<file path="src/rtl/fir_mac_serial_if.sv">
// Sample, coefficient-load and result signals of the serial-MAC FIR filter.
// master = sample source / coefficient writer / DAC side, slave = filter.
interface fir_mac_serial_if #(
    parameter int DATA_W = 12,
    parameter int OUT_W  = 12,
    parameter int COEF_W = 16,
    parameter int NTAPS  = 16
);
    logic                     ext_strobe;
    logic                     strobe_out;
    logic [DATA_W-1:0]        din;
    logic                     coef_we;
    logic [$clog2(NTAPS)-1:0] coef_addr;
    logic [COEF_W-1:0]        coef_wdata;
    logic                     coef_ack;
    logic [OUT_W-1:0]         dout;
    logic                     out_valid;
    logic                     busy;
    logic                     overrun;
    logic                     overrun_clr;

    modport master (
        output ext_strobe, din, coef_we, coef_addr, coef_wdata, overrun_clr,
        input  strobe_out, coef_ack, dout, out_valid, busy, overrun
    );

    modport slave (
        input  ext_strobe, din, coef_we, coef_addr, coef_wdata, overrun_clr,
        output strobe_out, coef_ack, dout, out_valid, busy, overrun
    );
endinterface

</file>
<file path="src/rtl/fir_mac_serial.sv">
// Serial-MAC FIR filter: one tap product per clock, offset-binary in and out,
// runtime-loadable taps, output saturation and a sticky overrun flag.
module fir_mac_serial #(
    parameter int DATA_W         = 12,
    parameter int OUT_W          = 12,
    parameter int COEF_W         = 16,
    parameter int COEF_FRAC      = 15,
    parameter int NTAPS          = 16,
    parameter int USE_EXT_STROBE = 0,
    parameter int SAMPLE_FACTOR  = 2000
) (
    input  logic              clk,
    input  logic              rst_n,
    fir_mac_serial_if.slave   bus
);
    localparam int AW    = $clog2(NTAPS);
    localparam int XW    = DATA_W + 1;
    localparam int PW    = XW + COEF_W;
    localparam int ACC_W = XW + COEF_W + $clog2(NTAPS);

    localparam logic [1:0] S_IDLE  = 2'd0;
    localparam logic [1:0] S_MAC   = 2'd1;
    localparam logic [1:0] S_SCALE = 2'd2;

    localparam logic signed [ACC_W-1:0] Y_MAX = ACC_W'((1 << (OUT_W - 1)) - 1);
    localparam logic signed [ACC_W-1:0] Y_MIN = ~Y_MAX;

    logic strobe;

    generate
        if (USE_EXT_STROBE != 0) begin : g_ext_strobe
            assign strobe = bus.ext_strobe;
        end else begin : g_int_strobe
            localparam int DIV_W = (SAMPLE_FACTOR > 2) ? $clog2(SAMPLE_FACTOR) : 1;
            logic [DIV_W-1:0] div_reg;
            logic             strobe_reg;

            always_ff @(posedge clk or negedge rst_n) begin
                if (!rst_n) begin
                    div_reg    <= '0;
                    strobe_reg <= 1'b0;
                end else if (div_reg == DIV_W'(SAMPLE_FACTOR - 1)) begin
                    div_reg    <= '0;
                    strobe_reg <= 1'b1;
                end else begin
                    div_reg    <= div_reg + 1'b1;
                    strobe_reg <= 1'b0;
                end
            end

            assign strobe = strobe_reg;
        end
    endgenerate

    assign bus.strobe_out = strobe;

    // History and taps must clear on reset, so they live in flops rather than RAM.
    logic signed [XW-1:0]     hist_reg [NTAPS];
    logic signed [COEF_W-1:0] coef_reg [NTAPS];

    logic [1:0]              state_reg;
    logic [AW-1:0]           ptr_reg;
    logic [AW-1:0]           k_reg;
    logic signed [ACC_W-1:0] acc_reg;
    logic [OUT_W-1:0]        dout_reg;
    logic                    out_valid_reg;
    logic                    overrun_reg;
    logic                    coef_ack_reg;

    logic                    busy;
    logic [AW-1:0]           ptr_next;
    logic [AW-1:0]           rd_idx;
    logic signed [XW-1:0]    x_new;
    logic signed [PW-1:0]    prod;
    logic signed [ACC_W-1:0] prod_ext;
    logic signed [ACC_W-1:0] y_full;
    logic [OUT_W-1:0]        y_sat;
    logic [OUT_W-1:0]        dout_next;

    // The out_valid cycle still counts as busy so a strobe there is dropped.
    assign busy     = (state_reg != S_IDLE) || out_valid_reg;
    assign ptr_next = (ptr_reg == AW'(NTAPS - 1)) ? '0 : ptr_reg + 1'b1;
    assign x_new    = $signed({1'b0, bus.din}) - $signed({2'b01, {(DATA_W-1){1'b0}}});

    always_comb begin
        rd_idx = ptr_reg - k_reg;
        if (ptr_reg < k_reg) begin
            rd_idx = AW'(NTAPS) + ptr_reg - k_reg;
        end
    end

    assign prod     = hist_reg[rd_idx] * coef_reg[k_reg];
    assign prod_ext = {{(ACC_W-PW){prod[PW-1]}}, prod};
    assign y_full   = acc_reg >>> COEF_FRAC;

    always_comb begin
        y_sat = y_full[OUT_W-1:0];
        if (y_full > Y_MAX) begin
            y_sat = Y_MAX[OUT_W-1:0];
        end else if (y_full < Y_MIN) begin
            y_sat = Y_MIN[OUT_W-1:0];
        end
    end

    // Two's complement to offset binary is an MSB flip.
    assign dout_next = {~y_sat[OUT_W-1], y_sat[OUT_W-2:0]};

    always_ff @(posedge clk or negedge rst_n) begin
        if (!rst_n) begin
            state_reg     <= S_IDLE;
            ptr_reg       <= '0;
            k_reg         <= '0;
            acc_reg       <= '0;
            dout_reg      <= {1'b1, {(OUT_W-1){1'b0}}};
            out_valid_reg <= 1'b0;
            overrun_reg   <= 1'b0;
            coef_ack_reg  <= 1'b0;
            for (int i = 0; i < NTAPS; i++) begin
                hist_reg[i] <= '0;
                coef_reg[i] <= '0;
            end
        end else begin
            out_valid_reg <= 1'b0;
            coef_ack_reg  <= 1'b0;

            if (strobe && busy) begin
                overrun_reg <= 1'b1;
            end else if (bus.overrun_clr) begin
                overrun_reg <= 1'b0;
            end

            case (state_reg)
                S_IDLE: begin
                    if (strobe && !out_valid_reg) begin
                        hist_reg[ptr_next] <= x_new;
                        ptr_reg            <= ptr_next;
                        acc_reg            <= '0;
                        k_reg              <= '0;
                        state_reg          <= S_MAC;
                    end else if (bus.coef_we && !strobe &&
                                 (int'(bus.coef_addr) < NTAPS)) begin
                        coef_reg[bus.coef_addr] <= $signed(bus.coef_wdata);
                        coef_ack_reg            <= 1'b1;
                    end
                end
                S_MAC: begin
                    acc_reg <= acc_reg + prod_ext;
                    if (k_reg == AW'(NTAPS - 1)) begin
                        state_reg <= S_SCALE;
                    end else begin
                        k_reg <= k_reg + 1'b1;
                    end
                end
                S_SCALE: begin
                    dout_reg      <= dout_next;
                    out_valid_reg <= 1'b1;
                    state_reg     <= S_IDLE;
                end
                default: state_reg <= S_IDLE;
            endcase
        end
    end

    assign bus.dout      = dout_reg;
    assign bus.out_valid = out_valid_reg;
    assign bus.busy      = busy;
    assign bus.overrun   = overrun_reg;
    assign bus.coef_ack  = coef_ack_reg;
endmodule

</file>
<file path="src/flat_wrapper.sv">
// flat-port wrapper written by rule: the top's interface ports become plain ports
module fir_mac_serial_flat 
#(
    parameter int DATA_W         = 12,
    parameter int OUT_W          = 12,
    parameter int COEF_W         = 16,
    parameter int COEF_FRAC      = 15,
    parameter int NTAPS          = 16,
    parameter int USE_EXT_STROBE = 0,
    parameter int SAMPLE_FACTOR  = 2000
)
  (clk, rst_n, bus_ext_strobe, bus_din, bus_coef_we, bus_coef_addr, bus_coef_wdata, bus_overrun_clr, bus_strobe_out, bus_coef_ack, bus_dout, bus_out_valid, bus_busy, bus_overrun);
  fir_mac_serial_if #(.DATA_W(DATA_W), .OUT_W(OUT_W), .COEF_W(COEF_W), .NTAPS(NTAPS)) bus_i ();
  input  logic clk;
  input  logic rst_n;
  input wire logic [$bits(bus_i.ext_strobe)-1:0] bus_ext_strobe;
  input wire logic [$bits(bus_i.din)-1:0] bus_din;
  input wire logic [$bits(bus_i.coef_we)-1:0] bus_coef_we;
  input wire logic [$bits(bus_i.coef_addr)-1:0] bus_coef_addr;
  input wire logic [$bits(bus_i.coef_wdata)-1:0] bus_coef_wdata;
  input wire logic [$bits(bus_i.overrun_clr)-1:0] bus_overrun_clr;
  output wire logic [$bits(bus_i.strobe_out)-1:0] bus_strobe_out;
  output wire logic [$bits(bus_i.coef_ack)-1:0] bus_coef_ack;
  output wire logic [$bits(bus_i.dout)-1:0] bus_dout;
  output wire logic [$bits(bus_i.out_valid)-1:0] bus_out_valid;
  output wire logic [$bits(bus_i.busy)-1:0] bus_busy;
  output wire logic [$bits(bus_i.overrun)-1:0] bus_overrun;
  assign bus_i.ext_strobe = bus_ext_strobe;
  assign bus_i.din = bus_din;
  assign bus_i.coef_we = bus_coef_we;
  assign bus_i.coef_addr = bus_coef_addr;
  assign bus_i.coef_wdata = bus_coef_wdata;
  assign bus_i.overrun_clr = bus_overrun_clr;
  assign bus_strobe_out = bus_i.strobe_out;
  assign bus_coef_ack = bus_i.coef_ack;
  assign bus_dout = bus_i.dout;
  assign bus_out_valid = bus_i.out_valid;
  assign bus_busy = bus_i.busy;
  assign bus_overrun = bus_i.overrun;
  fir_mac_serial #(.DATA_W(DATA_W), .OUT_W(OUT_W), .COEF_W(COEF_W), .COEF_FRAC(COEF_FRAC), .NTAPS(NTAPS), .USE_EXT_STROBE(USE_EXT_STROBE), .SAMPLE_FACTOR(SAMPLE_FACTOR)) u_core (.clk(clk), .rst_n(rst_n), .bus(bus_i));
endmodule
</file>
<file path="config.mk">
export PLATFORM = sky130hd
export DESIGN_NAME = fir_mac_serial_flat
export DESIGN_NICKNAME = d
export VERILOG_FILES = /design/src/rtl/fir_mac_serial_if.sv /design/src/rtl/fir_mac_serial.sv /design/src/flat_wrapper.sv
export SDC_FILE = /design/constraint.sdc
export NUM_CORES = 1
export LEC_CHECK = 0
export ABC_AREA = 1
export CAP_MARGIN = 15
export CORE_ASPECT_RATIO = 1.2
export CORE_MARGIN = 5
export CORE_UTILIZATION = 50
export CTS_CLUSTER_SIZE = 30
export DETAILED_ROUTE_END_ITERATION = 6
export PLACE_DENSITY = 0.66
export SYNTH_ARGS = -nofsm -noshare
export SYNTH_HDL_FRONTEND = slang
export SYNTH_SLANG_ARGS = --single-unit
</file>
<file path="constraint.sdc">
create_clock -name clk -period 14.91 [get_ports clk]
set_input_delay 1.491 -clock clk [delete_from_list [all_inputs] [get_ports clk]]
set_output_delay 1.491 -clock clk [all_outputs]
set_load 0.01 [all_outputs]
</file>
Word level (Yosys, flattened, before mapping):

Index checks and enable logic that the tools add are counted.

* $add $sub $neg: 6
* $mul: 1
* $lt $le $gt $ge: 8
* equality and inequality tests: 8
* mux-type cells: 31
* bitwise logic cells: 6
* reductions and logical operators: 17

Operators by type and width (number)
* bitwise mux 256 bit: 1
* bitwise mux 208 bit: 1
* one-hot mux 33 bit (2 select lines): 1
* binary-select mux 16 bit (select 4 bit): 1
* demux 16 bit (select 4 bit): 1
* binary-select mux 13 bit (select 4 bit): 1
* demux 13 bit (select 4 bit): 1
* two-way mux 16 bit: 3
* two-way mux 13 bit: 3
* adder 33 x 29 -> 33 bit: 1
* two-way mux 33 bit: 1
* multiplier 13 x 16 -> 29 bit: 1
* two-way mux 12 bit: 2
* >= comparator 5 bit, second input constant: 4
* inverter 4 -> 5 bit: 4
* > comparator 18 x 12 -> 1 bit, second input constant: 1
* less-than comparator 18 x 12 -> 1 bit, second input constant: 1
* subtractor 12 x 12 -> 13 bit, second input constant: 1
* two-way mux 4 bit: 3
* adder 11 x 1 -> 11 bit, second input constant: 1
* equality test 11 bit, second input constant: 1
* two-way mux 11 bit: 1
* less-than comparator 5 x 1 -> 1 bit, second input constant: 2
* adder 4 x 1 -> 4 bit, second input constant: 2
* 18 further kinds: 38

* register bits: 534
* input bits: 37
* output and inout port bits: 17
* word-level logic and storage cells: 119

Longest topological paths before layout:

* word-level depth: 8
* gate-level depth with buffers: 42
* depth with buffers taken out: 37

Worst setup path before layout:

OpenSTA, ideal clock, no wires.

* kind: reg-to-reg
* from: reg u_core.k_reg[1]
* to: reg u_core.acc_reg[32]
* library setup time: 118 ps
* arrival time: 7268 ps
* required time: 14792 ps
* slack: 7524 ps
* cell stages (with the launch flop): 36
* period minus slack after synthesis: 7386 ps
* cells stage by stage: dfrtp_1 -> buf_4 -> inv_4 -> buf_2 -> buf_2 -> fa_1 -> buf_4 -> inv_4 -> buf_6 -> buf_6 -> a32o_1 -> nand2_1 -> o21ai_0 -> nand2_1 -> o21ai_4 -> inv_1 -> nand2_1 -> fa_1 -> inv_1 -> fa_1 -> fa_1 -> fa_1 -> fa_1 -> inv_1 -> fa_1 -> inv_1 -> ha_1 -> nand2_1 -> o21ai_0 -> nand2_1 -> a21oi_1 -> nor2_1 -> nand2_1 -> nand3_1 -> nand3_1 -> nand2_1

* word-level cells in the longest chain between the ends: 8
* elaborated cells on any way between the ends: 12
* classes of those cells: add/sub (2); mul (1); mux (7); bitwise (2)

Ends and longest elaborated chain
* start, declared: line fir_mac_serial.sv:63 `logic [AW-1:0] k_reg;`
* start signal, assigned: line fir_mac_serial.sv:151 `k_reg <= k_reg + 1'b1;`
* subtractor 4 bit: line fir_mac_serial.sv:86, fir_mac_serial.sv:88
* inverter 4 -> 5 bit (not written as such): line fir_mac_serial.sv:92 `assign prod = hist_reg[rd_idx] * coef_reg[k_reg];`
* binary-select mux 13 bit (select 4 bit): line fir_mac_serial.sv:92
* two-way mux 13 bit (not written as such) (2 in a row): line fir_mac_serial.sv:92
* multiplier 13 x 16 -> 29 bit *: line fir_mac_serial.sv:92
* adder 33 x 29 -> 33 bit *: line fir_mac_serial.sv:147 `acc_reg <= acc_reg + prod_ext;`
* one-hot mux 33 bit (2 select lines) *: line fir_mac_serial.sv:132 `case (state_reg)`
* end signal, assigned: line fir_mac_serial.sv:147
* end, declared: line fir_mac_serial.sv:64 `logic signed [ACC_W-1:0] acc_reg;`

Every way passes the cells marked *; elsewhere a longest branch is shown, timed or not. The select of a mux whose other input is x is not followed.
A chain may end at the register's enable or synchronous reset.

Final worst setup path:

Same ends and word-level chain as after synthesis.

==> run metrics <==
run status finished clean; crit-path max FO 48; hold slack 0.4745 ns; syn nets 4339; Reg area 12970 sq um; Net count, final 4260; Tot GR Track Use 24.17%; fin util 54.69%; first-pass GRT wire length 140200 microns; GR peak layer met2; CTS Root Buffer Type clkbuf_16; critical path required time 15.42 ns; fin crit period 9.764 ns; Die Ht 292.6 microns; Fillers 6124; crit start category flip-flop; Arr. time, crit path 10.27 ns; area delta synth->final 8.235%; Mapped Area 33270 sq um; CTS Buf Count 55; syn_area_per_cell 8.430 sq um; # clock sinks 518; Synth area leaders dfrtp_1 (39%), fa_1 (15%), nand2_1 (13%); Synth top area share 38.88%; drt total wl 86220 microns; CP max-delay cell fa_1; Via Count 26070; Mapped Cells 3947; Sum Neg Setup Slack 0 ns; routing usage on met1 33.09%; Multi-input gate area 17320 sq um; Clock Pin Slew Worst Setup and Hold Paths 0.06 ns; RSZ-0062 raised after global routing false; Fin. Hold Viols 0; crit-path max cell delay 1.12 ns; clock buffer depth 3; TritonCTS clock tree built; ys async rst share 100.0%; crit path kind flip-flop to flip-flop; most common cell after layout, fill and taps aside nand2_1; Fin Clk Skew 0.02637 ns; endpoint class of the critical path flip-flop; CP dominant cell by count fa_1; mean number of vias per cell 5.434; Yosys reg bits 518; Main synth FF type dfrtp_1; R2R setup slack 5.15 ns; Post-synth EDFFs 0; count of cell types in the netlist 43; Detailed Place HPWL 56420 microns; Global Route met3 Usage 3.021%; Initial DRT Pass Iterations 7; Placement Rows 103; most frequent cells in the layout nand2_1 (1109), dfrtp_1 (515), o21ai_0 (508), inv_1 (462), fa_1 (253); cts repair resizes 0; Max-slew headroom 32.57%; initial antenna violation count 0; period utilization 65.49%; GRT overflow 0; initial core utilization 50.53%; Achievable Freq 102.4 MHz; Hold Path Class flip-flop to flip-flop; post-route ant nets 0; # IOs 54; largest net degree at the start of global routing 171; met2 usage 40.20%; setup violators final 0; # DRC 0; CTS H-Tree Depth 2; postcts setup bufs 0; n_diodes 0; CTS Hold Buffers Added 0; Max Cap Viol 0; Worst-Skew Late Latency 0.62 ns; max reg flops 256; max-slew violation count 0; CORE AREA 65850 sq um; Port Buffer Count 52; routability cong. 0.8710; Seq/Total Area, Yosys 38.96%; die footprint 71830 sq um; Synth Warn # 0; DRT iter0 DRCs 2053; share of post-route cells with drive strength above 1 5.018%; vias in the first global route 26110; Slew @ Worst Pin 1.008 ns; dominant cell type by area after synthesis dfrtp_1; Wirelength per Cell 17.97 microns; Die Wd 245.5 microns
==> routing by layer <==
layer / vias up / part of all wire (%) / wire, microns
li1: 12460 / - / -
met1: 12780 / 44 / 37530
met2: 667 / 47 / 40810
met3: 166 / 5.4 / 4642
met4: 0 / 3.8 / 3240
met5: - / 0 / 0
==> layout make-up <==
cell class | instances | share of cell area [%]
timing repair buffer | 87 | 2.258
sequential | 518 | 36.01
clock buffer | 68 | 4.155
multi-input combinational | 2713 | 48.08
tap | 892 | 3.099
clock inverter | 27 | 1.219
inverter | 493 | 5.173
==> cells by family (layout without fill, tap and decap cells) <==
kind of cell             after synthesis  in the layout  synth area share [%]
AO/OA/AOI/OAI                        879            879                 15.09
multiplexers                           7              7                0.2106
buffers and inverters                716            675                 9.055
adder cells (fa/ha/maj)              355            355                 19.06
AND/OR/NAND/NOR                     1458           1458                 17.23
flip-flops                           518            518                 38.96
XOR/XNOR                              14             14                0.3911
==> metrics by stage <==
| step | setup slack, ns | area [sq um] | std cells |
|---|---|---|---|
| 6_report | 5.146 | 36010 | 4798 |
| 5_1_grt | 4.541 | 36010 | 4798 |
| 4_1_cts | 5.131 | 36010 | 4798 |
| 3_3_place_gp | 5.205 | 34080 | 4703 |
| 2_1_floorplan | 7.524 | 33270 | 3947 |
| 3_5_place_dp | 5.158 | 34080 | 4703 |
==> final timing paths <==
check | start | to | cells past startpoint
worst min register to register | u_core.coef_reg[143] | u_core.coef_reg[143] | 2
worst max register to register | u_core.k_reg[1] | u_core.acc_reg[32] | 31
min in group asynchronous | rst_n | u_core.hist_reg[184] | 1
max in group asynchronous | rst_n | u_core.bus.strobe_out | 3
worst max-delay path | u_core.k_reg[1] | u_core.acc_reg[32] | 31
worst min-delay path | u_core.coef_reg[143] | u_core.coef_reg[143] | 2
==> critical path, delay by kind of cell (launching register included) <==
kind,cells,cell delay [ns]
adders and majority gates,8,4.77
buffers and inverters,9,2.56
and+or+nand+nor,8,0.73
muxes,1,0.10
AOI/OAI and AO/OA,5,1.05
DFF,1,0.35
==> cells in the mapped netlist (all sizes together), types with 7 or more instances <==
| cell | instances |
|---|---|
| nor2 | 208 |
| nand2 | 1128 |
| nand3 | 77 |
| nand4 | 19 |
| a21oi | 194 |
| xnor2 | 7 |
| fa | 253 |
| buf | 103 |
| mux2i | 7 |
| xor2 | 7 |
| ha | 102 |
| inv | 491 |
| dfrtp | 517 |
| clkbuf | 120 |
| o211ai | 23 |
| a221o | 41 |
| a32oi | 27 |
| a32o | 32 |
| o21ai | 547 |
| nor3 | 17 |
Power is left out: the tool's default activity adds up to more than one toggle a clock period on the data nets, which glitch-free logic cannot reach.
